<file path="src/rtl/alu_control_mc.sv">
// alu_control_mc: registered multi-cycle ALU control unit.
// It decodes the main-control alu_op class and the R-type funct field into an
// ALU op code, with one register stage. It also sequences the mult/div unit
// through a start pulse, a busy window and a done pulse.
//
// Ports:
//   clk, rst_n      clock; synchronous active-low reset
//   in_valid        alu_op/funct are valid this cycle
//   in_ready        block can accept an input (state is IDLE)
//   alu_op, funct   main-control ALU class and instruction funct field
//   op, op_valid    registered op code and its one-cycle valid pulse
//   illegal         one-cycle pulse for an unsupported funct
//   md_start        one-cycle start pulse to the mult/div unit
//   md_kind         00 mult, 01 multu, 10 div, 11 divu (held between ops)
//   md_done         one-cycle pulse when the mult/div result is ready
//
// Optional build macro ALU_CTRL_PERF_EN adds perf_stall_cnt, a saturating
// 16-bit count of cycles with in_valid=1 while in_ready=0.
//
// state | meaning
// IDLE  | ready; decodes and registers one input per cycle
// BUSY  | mult/div running; counter counts down to 0
// DONE  | md_done/op_valid pulse is visible; back to IDLE next

module alu_control_mc #(
    parameter int OP_W    = 4,
    parameter int MUL_LAT = 4,
    parameter int DIV_LAT = 32,
    parameter int CNT_W   = 6
) (
    input  logic            clk,
    input  logic            rst_n,
    input  logic            in_valid,
    output logic            in_ready,
    input  logic [1:0]      alu_op,
    input  logic [5:0]      funct,
    output logic [OP_W-1:0] op,
    output logic            op_valid,
    output logic            illegal,
    output logic            md_start,
    output logic [1:0]      md_kind,
    output logic            md_done
`ifdef ALU_CTRL_PERF_EN
    ,
    output logic [15:0]     perf_stall_cnt
`endif
);

    typedef enum logic [1:0] {
        IDLE = 2'd0,
        BUSY = 2'd1,
        DONE = 2'd2
    } state_t;

    localparam logic [3:0] CODE_MD = 4'b1000;
    localparam logic [CNT_W-1:0] MUL_CNT = CNT_W'(MUL_LAT - 1);
    localparam logic [CNT_W-1:0] DIV_CNT = CNT_W'(DIV_LAT - 1);

    state_t            state, state_d;
    logic [CNT_W-1:0]  cnt, cnt_d;
    logic [OP_W-1:0]   op_d;
    logic [1:0]        md_kind_d;
    logic              op_valid_d, illegal_d, md_start_d, md_done_d;

    logic [3:0]        dec_code;
    logic              dec_legal;
    logic              dec_md;

    always_comb begin
        dec_code  = 4'b0000;
        dec_legal = 1'b1;
        dec_md    = 1'b0;
        case (alu_op)
            2'b00: dec_code = 4'b0010;
            2'b10: dec_code = 4'b0110;
            default: begin
                case (funct)
                    6'b100000: dec_code = 4'b0010;
                    6'b100010: dec_code = 4'b0110;
                    6'b100100: dec_code = 4'b0000;
                    6'b100101: dec_code = 4'b0001;
                    6'b100111: dec_code = 4'b1100;
                    6'b101010: dec_code = 4'b0111;
                    6'b011000, 6'b011001, 6'b011010, 6'b011011: begin
                        dec_code = CODE_MD;
                        dec_md   = 1'b1;
                    end
                    default: dec_legal = 1'b0;
                endcase
            end
        endcase
    end

    assign in_ready = (state == IDLE);

    always_comb begin
        state_d    = state;
        cnt_d      = cnt;
        op_d       = op;
        md_kind_d  = md_kind;
        op_valid_d = 1'b0;
        illegal_d  = 1'b0;
        md_start_d = 1'b0;
        md_done_d  = 1'b0;
        case (state)
            IDLE: begin
                if (in_valid) begin
                    if (!dec_legal) begin
                        illegal_d = 1'b1;
                        op_d      = '0;
                    end else if (dec_md) begin
                        state_d    = BUSY;
                        md_start_d = 1'b1;
                        md_kind_d  = funct[1:0];
                        // funct[1] separates div/divu from mult/multu
                        cnt_d      = funct[1] ? DIV_CNT : MUL_CNT;
                    end else begin
                        op_d       = OP_W'(dec_code);
                        op_valid_d = 1'b1;
                    end
                end
            end
            BUSY: begin
                if (cnt == '0) begin
                    state_d    = DONE;
                    md_done_d  = 1'b1;
                    op_valid_d = 1'b1;
                    op_d       = OP_W'(CODE_MD);
                end else begin
                    cnt_d = cnt - CNT_W'(1);
                end
            end
            DONE:    state_d = IDLE;
            default: state_d = IDLE;
        endcase
    end

    always_ff @(posedge clk) begin
        if (!rst_n) begin
            state    <= IDLE;
            cnt      <= '0;
            op       <= '0;
            md_kind  <= 2'b00;
            op_valid <= 1'b0;
            illegal  <= 1'b0;
            md_start <= 1'b0;
            md_done  <= 1'b0;
        end else begin
            state    <= state_d;
            cnt      <= cnt_d;
            op       <= op_d;
            md_kind  <= md_kind_d;
            op_valid <= op_valid_d;
            illegal  <= illegal_d;
            md_start <= md_start_d;
            md_done  <= md_done_d;
        end
    end

`ifdef ALU_CTRL_PERF_EN
    always_ff @(posedge clk) begin
        if (!rst_n) begin
            perf_stall_cnt <= 16'h0000;
        end else if (in_valid && !in_ready && (perf_stall_cnt != 16'hFFFF)) begin
            perf_stall_cnt <= perf_stall_cnt + 16'd1;
        end
    end
`endif

endmodule
</file>
<file path="config.mk">
export PLATFORM = sky130hd
export DESIGN_NAME = alu_control_mc
export DESIGN_NICKNAME = d
export VERILOG_FILES = /design/src/rtl/alu_control_mc.sv
export SDC_FILE = /design/constraint.sdc
export NUM_CORES = 1
export LEC_CHECK = 0
export CAP_MARGIN = 20
export CORE_MARGIN = 2
export CORE_UTILIZATION = 35
export CTS_CLUSTER_DIAMETER = 40
export DETAILED_ROUTE_END_ITERATION = 10
export PLACE_DENSITY = 0.61
export RECOVER_POWER = 100
export SETUP_SLACK_MARGIN = 0.3
export SLEW_MARGIN = 15
export SYNTH_ARGS = -nofsm -noshare
export SYNTH_HDL_FRONTEND = slang
export SYNTH_SLANG_ARGS = --single-unit
</file>
<file path="constraint.sdc">
create_clock -name clk -period 1.36 [get_ports clk]
set_input_delay 0.272 -clock clk [delete_from_list [all_inputs] [get_ports clk]]
set_output_delay 0.272 -clock clk [all_outputs]
set_load 0.02 [all_outputs]
</file>
==> flow_metrics.env, run 1 <==
export IMPL_holdCritStartpoint="funct[0]"
export IMPL_synthTopCellsByArea="dfxtp_1 37%, a21oi_1 4.2%, nor2b_1 3.9%"
export IMPL_syn_nets=122
export IMPL_antenna_found_initial=0
export IMPL_ys_seq_elements=18
export IMPL_io_pin_count=22
export IMPL_status="finished with violations"
export IMPL_cp_startpoint="cnt[1]$_SDFFE_PN0P_"
export IMPL_dpl_cell_count=180
export IMPL_yosys_area_top_type_share=0.374
export IMPL_fin_nets=177
export IMPL_die_x_um=56.5
export IMPL_coreArea_um2=2690
export IMPL_via_count=1032
export IMPL_wl_met3_um=75
export IMPL_cts_buffer_depth=2
export IMPL_fin_setup_tns_ns=-0.0933
export IMPL_dp_hpwl_mm=2.05
export IMPL_avgViaCountPerCell=5.32
export IMPL_gr_usage_all_layers=0.187
export IMPL_met1Wirelength_mm=1.24
export IMPL_initial_core_util=0.359
export IMPL_cts_clk_slew_worst_paths_ns=0.11
export IMPL_rsz0062_at_grt="yes"
export IMPL_violations="setup timing"
export IMPL_period_share=1.03
export IMPL_top_layer="met4"
export IMPL_n_antenna_cell=0
export IMPL_yosysSeqAreaShare=0.374
export IMPL_hold_class="in2reg"
export IMPL_peakVddDrop_uv=466
export IMPL_final_cell_mix="30 x buf_4, 15 x buf_6, 12 x dfxtp_2"
export IMPL_rows=19
export IMPL_syn_avg_cell_area_um2=8.84
export IMPL_cts_tree="built"
export IMPL_htree_levels=1
export IMPL_dieArea_um2=3190
export IMPL_drc=0
export IMPL_maxCapViolCount=0
export IMPL_wl_per_cell_um=14.6
export IMPL_synth_cell_types=44
export IMPL_met2_length_mm=1.50
export IMPL_setup_violations_final=3
export IMPL_gp_congestion=0.899
export IMPL_cts_sinks=18
export IMPL_critPathRequiredTime_ns=1.56
export IMPL_final_common_cell="buf_4"
export IMPL_p_leak_nw=0.675
export IMPL_postRouteAntennaNets=0
export IMPL_path_max_fanout=4
export IMPL_routed_wl_mm=2.84
export IMPL_grt_max_degree=11
export IMPL_fin_cells=194
export IMPL_grt_pass1_vias=1044
export IMPL_worstSetupStartpointType="flop"
export IMPL_synth_top_cell_by_area="dfxtp_1"
export IMPL_drive_gt1_frac=0.546
export IMPL_slew_headroom=0.794
export IMPL_portBuffers=21
export IMPL_end_kind="flop"
export IMPL_cp_arrival_ns=1.60
export IMPL_period_needed_ns=1.40
export IMPL_drtIter0Drc=25
export IMPL_synth_area_um2=963
export IMPL_slew_violations=0
export IMPL_grt_pass1_wl_mm=4.65
export IMPL_root_buffer="clkbuf_4"
export IMPL_cts_made_buffers=3
export IMPL_criticalPathCategory="reg2reg"
export IMPL_areaGrowthSynthToFinish_pct=67.8
export IMPL_die_y_um=56.5
export IMPL_syn_inst=109
export IMPL_regToRegStartpoint="cnt[1]$_SDFFE_PN0P_"
export IMPL_cts_hold_buf=0
export IMPL_gr_total_overflow=0
export IMPL_final_hold_viol_count=0
export IMPL_fin_skew_ns=0.00452
export IMPL_power_density_nw_per_um2=682
export IMPL_worstMarginPinSlew_ns=0.308
export IMPL_drt_pass1_iterations=4
export IMPL_clock_latency_ns=0.30
export IMPL_fin_ws_ns=-0.0354
export IMPL_synth_warnings=0
export IMPL_clock_fmax_mhz=717
## timing repair
action                                  4_1_cts  5_1_grt
pin swaps                                    11       14
cloned                                        0        0
endpoints found under the setup margin       29       29
buffers inserted                              7        3
gates resized for setup                      94       22
## final cells by class
| type | instances | area [um^2] |
|---|---|---|
| multi-input combinational | 82 | 682 |
| tap | 31 | 38.8 |
| inverter | 5 | 18.8 |
| fill | 233 | 1070 |
| clock buffer | 4 | 36.3 |
| sequential | 18 | 379 |
| timing repair buffer | 54 | 462 |
## report_power, final
part / internal, mW / total [mW] / switching [mW] / leakage, nW
clock: 0.163 / 0.348 / 0.184 / 0.0210
sequential: 0.537 / 0.545 / 0.00797 / 0.152
combinational: 0.114 / 0.209 / 0.0949 / 0.502
total: 0.815 / 1.10 / 0.287 / 0.675
## cells in the mapped netlist
| cell | count |
|---|---|
| dfxtp_1 | 18 |
| a21oi_1 | 8 |
| nor2_1 | 7 |
| nand2_1 | 6 |
| nor2b_1 | 6 |
| inv_1 | 5 |
| nand3_1 | 4 |
| nand3b_1 | 4 |
| and2_1 | 3 |
| nand2b_1 | 3 |
| a211oi_1 | 2 |
| a21o_1 | 2 |
| a311oi_1 | 2 |
| a31oi_1 | 2 |
| a32o_1 | 2 |
| clkbuf_1 | 2 |
| ha_1 | 2 |
| nor3_1 | 2 |
| nor3b_2 | 2 |
| o21ai_0 | 2 |
| o21ai_1 | 2 |
| a2111oi_0 | 1 |
| a21boi_2 | 1 |
| a311o_1 | 1 |
| a31o_1 | 1 |
| a41o_1 | 1 |
| and3b_1 | 1 |
| and4bb_1 | 1 |
| buf_2 | 1 |
| buf_6 | 1 |
| mux2i_1 | 1 |
| nand4_1 | 1 |
| nand4b_1 | 1 |
| nor3_2 | 1 |
| nor3b_1 | 1 |
| nor4_1 | 1 |
| o2111a_1 | 1 |
| o2111ai_1 | 1 |
| o211ai_1 | 1 |
| o311ai_1 | 1 |
| o31ai_1 | 1 |
| o41a_1 | 1 |
| or2_2 | 1 |
| or3_1 | 1 |
## kinds of logic after synthesis
| logic type | count (synthesis) | share of synthesized area |
|---|---|---|
| flops | 18 | 0.374 |
| buf+inv | 9 | 0.0442 |
| mux | 1 | 0.0104 |
| compound gates | 33 | 0.253 |
| fa+ha+maj | 2 | 0.0260 |
| simple gates | 46 | 0.292 |
## worst max-delay path, stage by stage (launching register included)
cell     delay [ns]
dfxtp_2        0.35
inv_2          0.07
ha_4           0.12
nor2b_4        0.23
a21o_1         0.21
o21ai_2        0.10
a32o_1         0.22
## final timing paths
path,cells after the start,slack (ns),endpoint
max,6,-0.04,cnt[4]$_SDFFE_PN0P_
max reg2reg,6,-0.04,cnt[4]$_SDFFE_PN0P_
min,4,0.37,md_kind[0]$_SDFFE_PN0P_
min reg2reg,2,0.47,md_kind[1]$_SDFFE_PN0P_
## routing by layer
layer,vias to the layer above,global-route usage
met5,-,0
met4,0,0.0748
met3,3,0.0369
met2,16,0.322
met1,491,0.225
li1,522,-
## through the flow
stage	hold WS, ns	utilization	power, mW	setup WS (ns)	instance area [um^2]
after floorplan	0.399	-	0.637	0.0597	1030
after global routing	0.407	0.602	1.15	-0.0850	1620
after CTS	0.469	0.574	1.10	-0.0254	1540
final	0.368	0.602	1.10	-0.0354	1620
after detailed placement	0.457	0.529	0.744	-0.417	1420
after global placement	0.446	0.529	0.741	-0.410	1420
## state kept, by name, indices dropped and copies added (netlist names)
name      count
md_kind       2
op            4
state         2
cnt           6
illegal       1
md_start      1
op_valid      1
md_done       1
Note: power is estimated with default switching activity, not from simulation.
==> inputs of run 2 (changes only) <==
--- a/config.mk
+++ b/config.mk
@@ -7,10 +7,10 @@
 export LEC_CHECK = 0
 export CAP_MARGIN = 20
 export CORE_MARGIN = 2
-export CORE_UTILIZATION = 35
+export CORE_UTILIZATION = 44
 export CTS_CLUSTER_DIAMETER = 40
 export DETAILED_ROUTE_END_ITERATION = 10
-export PLACE_DENSITY = 0.61
+export PLACE_DENSITY = 0.74
 export RECOVER_POWER = 100
 export SETUP_SLACK_MARGIN = 0.3
 export SLEW_MARGIN = 15
==> run 2 against run 1 <==
Sequential share of layout area rose by 0.40 points. Combinational power down 2%. Clock skew decreased by 0.0033 ns. The flow still finishes with violations (setup timing). Clock power fell by 28%. Critical path type unchanged. Flip-flop and latch count did not move. First-iteration DRC count is 32% higher. Final cell count shrank 1.0%. Routed wire length increased by 4.1%. Hold slack improved by 0.11 ns. Non-clock buffer count rose by 3. Global-route usage rose by 5.0 points. Via count grew 5.5%.
==> flow_metrics.env, run 2 (synthesized netlist as in run 1, its figures left out) <==
export IMPL_fin_setup_tns_ns=-0.0609
export IMPL_fin_ws_ns=-0.0286
export IMPL_dieArea_um2=2580
export IMPL_drive_gt1_frac=0.515
export IMPL_final_cell_mix="35 x buf_4, 11 x dfxtp_2, 10 x buf_6"
export IMPL_cts_hold_buf=0
export IMPL_io_pin_count=22
export IMPL_swShare=0.251
export IMPL_root_buffer="clkbuf_4"
export IMPL_n_antenna_cell=0
export IMPL_clock_latency_ns=0.28
export IMPL_gr_total_overflow=0
export IMPL_drc=0
export IMPL_cts_sinks=18
export IMPL_rows=16
export IMPL_areaGrowthSynthToFinish_pct=64.4
export IMPL_coreArea_um2=2020
export IMPL_peakVddDrop_uv=658
export IMPL_combPwrFrac=0.205
export IMPL_largest_reg_flops=6
export IMPL_fin_nets=180
export IMPL_worstSetupStartpointType="flop"
export IMPL_grt_pass1_vias=1038
export IMPL_pwr_share_clk=0.251
export IMPL_fin_cells=192
export IMPL_pwr_share_seq=0.544
export IMPL_critPathRequiredTime_ns=1.56
export IMPL_cts_clk_slew_worst_paths_ns=0.09
export IMPL_total_power_mw=1.00
export IMPL_drt_pass1_iterations=7
export IMPL_violations="setup timing"
export IMPL_power_switching_mw=0.251
export IMPL_routed_wl_mm=2.95
export IMPL_top_regs="cnt (6), op (4)"
export IMPL_power_internal_mw=0.748
export IMPL_cts_made_buffers=3
export IMPL_slew_headroom=0.779
export IMPL_initial_core_util=0.476
export IMPL_p_leak_nw=0.694
export IMPL_final_hold_viol_count=0
export IMPL_cp_arrival_ns=1.59
export IMPL_gp_congestion=0.807
export IMPL_final_common_cell="buf_4"
export IMPL_regMostFlops="cnt"
export IMPL_postRouteAntennaNets=0
export IMPL_maxCapViolCount=0
export IMPL_antenna_found_initial=0
export IMPL_htree_levels=1
export IMPL_dpl_cell_count=177
export IMPL_via_count=1089
export IMPL_clock_fmax_mhz=720
export IMPL_worstMarginPinSlew_ns=0.331
export IMPL_path_max_fanout=5
export IMPL_die_x_um=50.8
export IMPL_drtIter0Drc=33
export IMPL_wl_per_cell_um=15.4
export IMPL_status="finished with violations"
export IMPL_power_density_nw_per_um2=631
export IMPL_dp_hpwl_mm=2.06
export IMPL_period_needed_ns=1.39
export IMPL_fin_skew_ns=0.00121
export IMPL_rsz0062_at_grt="yes"
export IMPL_grt_pass1_wl_mm=4.57
export IMPL_die_y_um=50.8
export IMPL_portBuffers=21
export IMPL_slew_violations=0
export IMPL_cts_tree="built"
export IMPL_end_kind="flop"
export IMPL_gr_usage_all_layers=0.237
export IMPL_avgViaCountPerCell=5.67
export IMPL_cts_buffer_depth=2
export IMPL_hold_class="reg2reg"
export IMPL_setup_violations_final=5
export IMPL_period_share=1.02
export IMPL_grt_max_degree=10
export IMPL_criticalPathCategory="reg2reg"
[run 2: changes by cell type in the layout (fill, tap and decap cells not counted), moves of 2 or more]
cell,previous run,this run
buf_6,15,10
clkbuf_1,0,2
buf_4,30,35
buf_2,2,4
clkbuf_2,2,0
[run 2: per-layer routing]
metal | GRT usage | part of all wire | vias up | wire length [um]
met3 | 0.0357 | 0.047 | 10 | 138
li1 | - | - | 524 | -
met5 | 0 | 0 | - | 0
met1 | 0.280 | 0.43 | 519 | 1260
met2 | 0.419 | 0.50 | 36 | 1490
met4 | 0.108 | 0.024 | 0 | 70
[run 2: final timing paths]
kind | depth (start not counted) | slack [ns] | startpoint | endpoint
worst min register to register | 2 | 0.48 | md_kind[1]$_SDFFE_PN0P_ | md_kind[1]$_SDFFE_PN0P_
worst min-delay path | 2 | 0.48 | md_kind[1]$_SDFFE_PN0P_ | md_kind[1]$_SDFFE_PN0P_
worst max-delay path | 6 | -0.03 | cnt[1]$_SDFFE_PN0P_ | cnt[2]$_SDFFE_PN0P_
worst max register to register | 6 | -0.03 | cnt[1]$_SDFFE_PN0P_ | cnt[2]$_SDFFE_PN0P_
[run 2: power groups by stage]
stage,sequential (mW),clock [mW],combinational [mW]
after floorplan,0.567,0,0.0703
after global placement,0.555,0,0.182
after detailed placement,0.556,0,0.186
after CTS,0.542,0.259,0.196
after global routing,0.545,0.284,0.219
final,0.543,0.251,0.205
[run 2: through the flow]
stage	util	hold WS [ns]	area (um^2)	setup WS (ns)
3_5_place_dp	0.704	0.445	1420	-0.561
2_1_floorplan	-	0.399	1030	0.0597
3_3_place_gp	0.704	0.443	1420	-0.508
6_report	0.783	0.481	1580	-0.0286
4_1_cts	0.756	0.463	1530	-0.0239
5_1_grt	0.783	0.509	1580	-0.135
[run 2: what timing repair did]
action | in CTS | in global routing
setup endpoints to repair | 29 | 27
gates resized for setup | 89 | 17
pin swaps | 17 | 6
endpoints found under the hold margin | 0 | 0
buffers inserted | 9 | 3
[run 2: layout make-up]
cell class	count	area, um^2
fillers	141	438
flip-flops and latches	18	378
repair buffers	57	462
well taps	27	33.8
clock buffers	3	22.5
multi-input cells	82	669
inverters	5	18.8
[run 2: worst max-delay path, cell delays in order (launching register included)]
cell,delay (ns)
dfxtp_2,0.34
inv_2,0.06
ha_4,0.15
nor2b_4,0.14
a2111oi_2,0.32
a31oi_1,0.09
a31oi_1,0.20
